## src/rtl/safe_access_ctrl.sv

```systemverilog
// safe_access_ctrl: button sync/strobe, failed-attempt lockout with escalation, and password-change sequencing
module safe_access_ctrl #(
  parameter int BTN_W     = 4,
  parameter int MAX_ERR   = 3,
  parameter int LOCK_BASE = 1000,
  parameter int MAX_SHIFT = 3
) (
  input  logic               clk,
  input  logic               rst,
  input  logic [BTN_W-1:0]   btn_raw,
  input  logic               ms_req,
  input  logic               attempt_ok,
  input  logic               attempt_fail,
  input  logic               unlocked_in,
  output logic [BTN_W-1:0]   btn_out,
  output logic               btn_valid,
  output logic               ms_grant,
  output logic               prog_done,
  output logic               locked_out,
  output logic [MAX_ERR-1:0] err_leds,
  output logic [1:0]         lock_level
);
  localparam int TW = $clog2((LOCK_BASE << MAX_SHIFT) + 1);
  localparam int EW = $clog2(MAX_ERR + 1);
  typedef enum logic [3:0] {
    ARMED   = 4'b0001,
    LOCKOUT = 4'b0010,
    OPEN    = 4'b0100,
    PROGRAM = 4'b1000
  } state_t;
  state_t state_q, state_d;
  logic [BTN_W-1:0] s1_q, s2_q, prev_q, btn_out_q, btn_out_d;
  logic btn_valid_q, btn_valid_d, ms_prev_q, ms_grant_q, ms_grant_d;
  logic prog_done_q, prog_done_d, locked_out_q, press;
  logic [EW-1:0] err_q, err_d;
  logic [1:0] lvl_q, lvl_d, cnt_q, cnt_d;
  logic [TW-1:0] timer_q, timer_d;
  assign press      = (|s2_q) && !(|prev_q);
  assign btn_out    = btn_out_q;
  assign btn_valid  = btn_valid_q;
  assign ms_grant   = ms_grant_q;
  assign prog_done  = prog_done_q;
  assign locked_out = locked_out_q;
  assign lock_level = lvl_q;
  for (genvar g = 0; g < MAX_ERR; g++) begin : g_leds
    assign err_leds[g] = err_q > EW'(g);
  end
  // next-state, counters and output pulses; a press only strobes on a 0 -> non-zero transition
  always_comb begin
    state_d     = state_q;
    err_d       = err_q;
    lvl_d       = lvl_q;
    timer_d     = timer_q;
    cnt_d       = cnt_q;
    ms_grant_d  = 1'b0;
    prog_done_d = 1'b0;
    btn_valid_d = press && (state_q != LOCKOUT);
    btn_out_d   = btn_valid_d ? s2_q : btn_out_q;
    case (state_q)
      ARMED: begin
        if (attempt_ok) begin
          state_d = OPEN;
          err_d   = '0;
          lvl_d   = '0;
        end else if (attempt_fail) begin
          if (err_q + 1'b1 == EW'(MAX_ERR)) begin
            state_d = LOCKOUT;
            timer_d = TW'(LOCK_BASE) << lvl_q;
            err_d   = EW'(MAX_ERR);
          end else begin
            err_d = err_q + 1'b1;
          end
        end
      end
      LOCKOUT: begin
        timer_d = timer_q - 1'b1;
        if (timer_q == TW'(1)) begin
          state_d = ARMED;
          err_d   = '0;
          lvl_d   = (lvl_q == 2'(MAX_SHIFT)) ? lvl_q : lvl_q + 2'd1;
        end
      end
      OPEN: begin
        if (!unlocked_in) begin
          state_d = ARMED;
        end else if (ms_req && !ms_prev_q) begin
          state_d    = PROGRAM;
          ms_grant_d = 1'b1;
          cnt_d      = '0;
        end
      end
      PROGRAM: begin
        if (!ms_req) begin
          state_d = ARMED;
        end else if (btn_valid_q) begin
          cnt_d = cnt_q + 2'd1;
          if (cnt_q == 2'd2) begin
            prog_done_d = 1'b1;
            state_d     = ARMED;
            err_d       = '0;
          end
        end
      end
      default: state_d = ARMED;
    endcase
  end
  // state, synchroniser and registered outputs
  always_ff @(posedge clk) begin
    if (rst) begin
      state_q      <= ARMED;
      s1_q         <= '0;
      s2_q         <= '0;
      prev_q       <= '0;
      btn_out_q    <= '0;
      btn_valid_q  <= 1'b0;
      ms_prev_q    <= 1'b0;
      ms_grant_q   <= 1'b0;
      prog_done_q  <= 1'b0;
      locked_out_q <= 1'b0;
      err_q        <= '0;
      lvl_q        <= '0;
      cnt_q        <= '0;
      timer_q      <= '0;
    end else begin
      state_q      <= state_d;
      s1_q         <= btn_raw;
      s2_q         <= s1_q;
      prev_q       <= s2_q;
      btn_out_q    <= btn_out_d;
      btn_valid_q  <= btn_valid_d;
      ms_prev_q    <= ms_req;
      ms_grant_q   <= ms_grant_d;
      prog_done_q  <= prog_done_d;
      locked_out_q <= state_d == LOCKOUT;
      err_q        <= err_d;
      lvl_q        <= lvl_d;
      cnt_q        <= cnt_d;
      timer_q      <= timer_d;
    end
  end
endmodule

```

## config.mk

```make
export PLATFORM = sky130hd
export DESIGN_NAME = safe_access_ctrl
export DESIGN_NICKNAME = d
export VERILOG_FILES = /design/src/rtl/safe_access_ctrl.sv
export SDC_FILE = /design/constraint.sdc
export NUM_CORES = 1
export LEC_CHECK = 0
export BUFFER_PORTS_ARGS = -buffer_cell sky130_fd_sc_hd__clkbuf_2
export CAP_MARGIN = 15
export CORE_UTILIZATION = 39
export CTS_CLUSTER_DIAMETER = 50
export DETAILED_ROUTE_END_ITERATION = 8
export PLACE_DENSITY = 0.69
export REMOVE_ABC_BUFFERS = 1
export SYNTH_ARGS = -nofsm -noshare
export SYNTH_HDL_FRONTEND = slang
export SYNTH_SLANG_ARGS = --single-unit
export TNS_END_PERCENT = 100
```

## constraint.sdc

```tcl
create_clock -name clk -period 1.7 [get_ports clk]
set_input_delay 0.34 -clock clk [delete_from_list [all_inputs] [get_ports clk]]
set_output_delay 0.34 -clock clk [all_outputs]
set_load 0.005 [all_outputs]
```

======== After elaboration in Yosys (flattened, before gate mapping) ========
Index checks and enable logic that the tools add are counted.
storage, ports and cells
  bits in registers ....................... 44
  output and inout port bits .............. 13
  word-level logic and storage cells ...... 98
cells by class
  $add $sub $neg .......................... 4
  order comparisons ....................... 3
  equal/unequal tests ..................... 22
  shift operators ......................... 1
  mux-type cells .......................... 33
  bitwise operators ....................... 5
  reduce and logical (&&, ||, !) cells .... 16
operators with widths
  kind                                                    number
  2-to-1 mux 13 bit                                       3
  2-to-1 mux 4 bit                                        9
  2-to-1 mux 2 bit                                        14
  one-hot mux 13 bit (2 select lines)                     1
  inequality test 2 bit (second input constant)           11
  one-hot mux 4 bit (4 select lines)                      1
  equality test 13 x 1 -> 1 bit (second input constant)   1
  left shift 10 x 2 -> 13 bit (first input constant)      1
  subtractor 13 x 1 -> 13 bit (second input constant)     1
  OR reduction 4 bit                                      3
  equality test 4 x 2 -> 1 bit (second input constant)    2
  one-hot mux 2 bit (2 select lines)                      2
  AND reduction 4 bit                                     2
  adder 2 x 1 -> 2 bit (second input constant)            3
  equality test 2 bit (second input constant)             3
  one-hot mux 2 bit (3 select lines)                      1
  AND reduction 6 bit                                     1
  inverter 1 bit                                          5
  AND reduction 5 bit                                     1
  equality test 4 x 1 -> 1 bit (second input constant)    1
  equality test 4 x 3 -> 1 bit (second input constant)    1
  equality test 4 bit (second input constant)             1
  > comparator 2 x 1 -> 1 bit (second input constant)     2
  inequality test 4 x 2 -> 1 bit (second input constant)  1
  other kinds (8)                                         13

======== Depth between registers and ports, before layout ========
  word-level depth ........................ 7
  gate-level depth with buffers ........... 7

======== Worst setup path after synthesis ========
No wires, ideal clock.
  kind .................................... register -> register
  start point ............................. register state_q[1]
  end point ............................... register state_q[0]
  arrival time ............................ 1.625 ns
  setup slack ............................. -0.052 ns
  stages on the path, launching flop included .. 6
  path buffers ............................ 2
  clock period less this slack ............ 1.752 ns
  cell sequence ........................... dfxtp_1 -> buf_2 -> or4b_1 -> buf_2 -> a21o_1 -> or3b_1
between the ends
  cells in the longest elaborated chain, start to end .. 2
  elaborated cells on any way between the ends .. 5
RTL lines
  element                                      line  RTL
  start: declaration                           31    state_t state_q, state_d;
  start signal: assignment                     125   state_q <= state_d;
  equality test 4 bit (tied with other cells)  59    case (state_q)
  one-hot mux 4 bit (4 select lines) (*)       59
Every way passes the cells marked *; elsewhere a longest branch is shown, timed or not.
A chain may end at the register's enable or synchronous reset.

======== Worst setup path after layout ========
  start point ............................. register state_q[2]
  end point ............................... register lvl_q[1], in the netlist lock_level[1]
between the ends
  cells in the longest elaborated chain, start to end .. 3
  elaborated cells on any way between the ends .. 8
RTL lines
  element                                                                              line  RTL
  equality test 4 x 2 -> 1 bit / equality test 4 x 1 -> 1 bit (equally long branches)  59
  inequality test 2 bit (no source line) / nonzero test 2 bit (equally long branches)  --
  AND reduction 4 bit (no source line)                                                 --
  end signal: assignment                                                               136   lvl_q <= lvl_d;
  end: declaration                                                                     36    logic [1:0] lvl_q, lvl_d, cnt_q, cnt_d;
Several ways; a longest one is shown, not always the timed one.

==> results.cfg <==
[worst_setup_path]
crit_start = state_q[2]
cp_max_fo = 6
worstPathRequired_ns = 1.93
crit_arrival_ns = 1.87
crit_type = reg2reg
path_depth = 3
worst-path-buf-inv = 0
reg2reg_slack_ns = 0.06
cp_cell_sequence = or4b_4 > or4_1 > o22ai_1
cp-end-kind = register
max_stage_delay_ns = 0.58
r2r_cells = 3
endpoint = lock_level[1]
crit_slowest_cell = or4b_4
worst_r2r_endpoint = lock_level[1]
cp_top_family = simple AND/OR/NAND/NOR gates
start_kind = register
rr_startpoint = state_q[2]

[global_routing]
grt_pass1_wl_um = 7230
grt_max_degree = 32
grt_overflow = 0
grt_pass1_vias = 1617
gr-usage-all-layers_pct = 17.1
antenna_found_initial = 0

[die]
pin_count = 23
initial_utilization_pct = 40.9
die_area_sq_um = 5730
die_h_um = 75.7
die_w_um = 75.7
rows = 26
core_area_sq_um = 5170

[min_path]
min_path_cells = 2
worst_hold_path_type = in2reg

[clock_network]
cts-root-buf = clkbuf_8
clk_latency_ns = 0.30
htree_num_levels = 2
cts_tree = done
hold_buffers = 0
cts_buffers = 5
numClockSinks = 44
post_cts_buffers = 0
path_clk_slew_ns = 0.08
cts_buffer_depth = 2

[sta]
setup_tns_ns = 0
fmax_ghz = 0.612
max_slew_margin_pct = 70.3
fin_crit_ns = 1.64
rsz0062_at_grt = true
finalHoldViolations = 0
final.setup.worst_slack_ns = 0.0648
setup_viol = 0
whs_ns = 0.253
fin_crit_sh_pct = 96.2
finClkSkew_ns = 0.0114
tightest_slew_ns = 0.441
drv_slew = 0

[drt]
drtIter0Drc = 91
antenna_left = 0
drc = 0
dr_total_vias = 1836
totalWireLength_um = 4520
drtPass1Iterations = 4
routed_via_density = 5.29
wl_per_cell_um = 13.0

[synthesis]
syn_inst = 236
yosys_warnings = 0
ys_ff_latch = 44
synthArstFlopShare_pct = 0
ys_seq_area_share_pct = 41.6
synth-edff-count = 0
synthesis.area_sq_um = 2120
ys_types = 47
ys.flop_type = dfxtp_1
syn_area_per_cell_sq_um = 8.97

[placement]
place_congestion = 0.876
dp_slack_ns = -0.0178
placed_cell_area_sq_um = 2440
port_buffers = 22
hpwl_um = 3230

[layout]
nNetsFinal = 301
post-route-util_pct = 49.5
final_common_cell = dfxtp_1
final_cell_mix = 39 x dfxtp_1, 22 x clkbuf_2, 22 x buf_4, 19 x nor2_1, 17 x nand2_1
antenna_cells = 0
final_cell_area_sq_um = 2560
drive_gt1_share_pct = 24.5
area_growth_pct = 20.9

[status]
status = completed

[pwr]
p_leak_nw = 1.05
p_per_area_nw_per_um2 = 758
ir_worst_vdd_uv = 598

[flow_run]
cap_violations = 0
==> worst min path at each step <==
stage / from / endpoint / slack [ns]
finish: btn_raw[0] / s1_q[0] / 0.25
global route: btn_raw[2] / s1_q[2] / 0.25
CTS: btn_raw[0] / s1_q[0] / 0.25
detailed placement: s1_q[1] / s2_q[1] / 0.43
global placement: s1_q[2] / s2_q[2] / 0.42
floorplan: rst / timer_q[10] / 0.41
==> repair_timing <==
item	in CTS	in global routing
gates resized for setup	1	11
pin swaps	0	1
cloned	0	0
setup endpoints to repair	3	12
==> synthesized netlist by cell type, types with 5 or more instances <==
cell type	number	area share [%]
dfxtp_1	44	42
nor2_1	19	3.4
nand2_1	17	3.0
nor2b_1	16	4.7
ha_1	14	8.3
inv_1	13	2.3
nand3_1	12	2.8
a21oi_1	11	2.6
a31oi_1	8	2.4
clkbuf_1	6	1.1
o21ai_0	6	1.4
mux2i_1	5	2.4
nor4_1	5	1.5
==> per-layer routing <==
layer / GRT usage (%) / share of wire, % / up-vias
met5: 0 / 0 / -
met4: 8.64 / 2.5 / 0
met3: 4.50 / 4.4 / 11
met2: 28.1 / 47 / 35
met1: 20.8 / 47 / 870
li1: - / - / 920
==> power breakdown <==
part	switching [W]	leakage, nW	internal, W
Clock	0.000342	0.0410	0.000280
Combinational	0.000121	0.648	0.000112
Sequential	0.0000238	0.359	0.00106
Total	0.000486	1.05	0.00145
==> cell families (layout without fill, tap and decap cells) <==
logic type                 Yosys count  in the layout  share of synthesized area [%]
and+or+nand+nor                    102            102                           28.4
DFF                                 44             44                           41.6
xor gates and xnor gates             3              3                           1.24
buffers and inverters               23             64                           4.31
AOI/OAI and AO/OA                   45             45                           13.8
adders and majority gates           14             14                           8.27
muxes                                5              5                           2.36
==> final cells by class <==
class	count	area, sq um
fill	484	2610
clock inverter	1	5.00
timing repair buffer	44	275
clock buffer	6	72.6
multi-input combinational	169	1180
sequential	44	887
tap	70	87.6
inverter	13	48.8
==> state kept, by name (all words and copies together), names as in the netlist, 4 cells and up <==
signal   count
timer_q     13
btn_out      4
prev_q       4
s1_q         4
s2_q         4
state_q      4
==> worst register-to-register path: cells and delay by family, from the launching register on <==
kind | cells | cell delay [ns]
DFF | 1 | 0.34
AOI/OAI and AO/OA | 1 | 0.14
and+or+nand+nor | 2 | 1.09
==> stage by stage <==
step / instances / power [W]
after floorplan: 226 / 0.00124
after global placement: 340 / 0.00133
after CTS: 347 / 0.00194
after detailed placement: 340 / 0.00134
final: 347 / 0.00194
after global routing: 347 / 0.00203
Note: power is estimated with default switching activity, not from simulation.
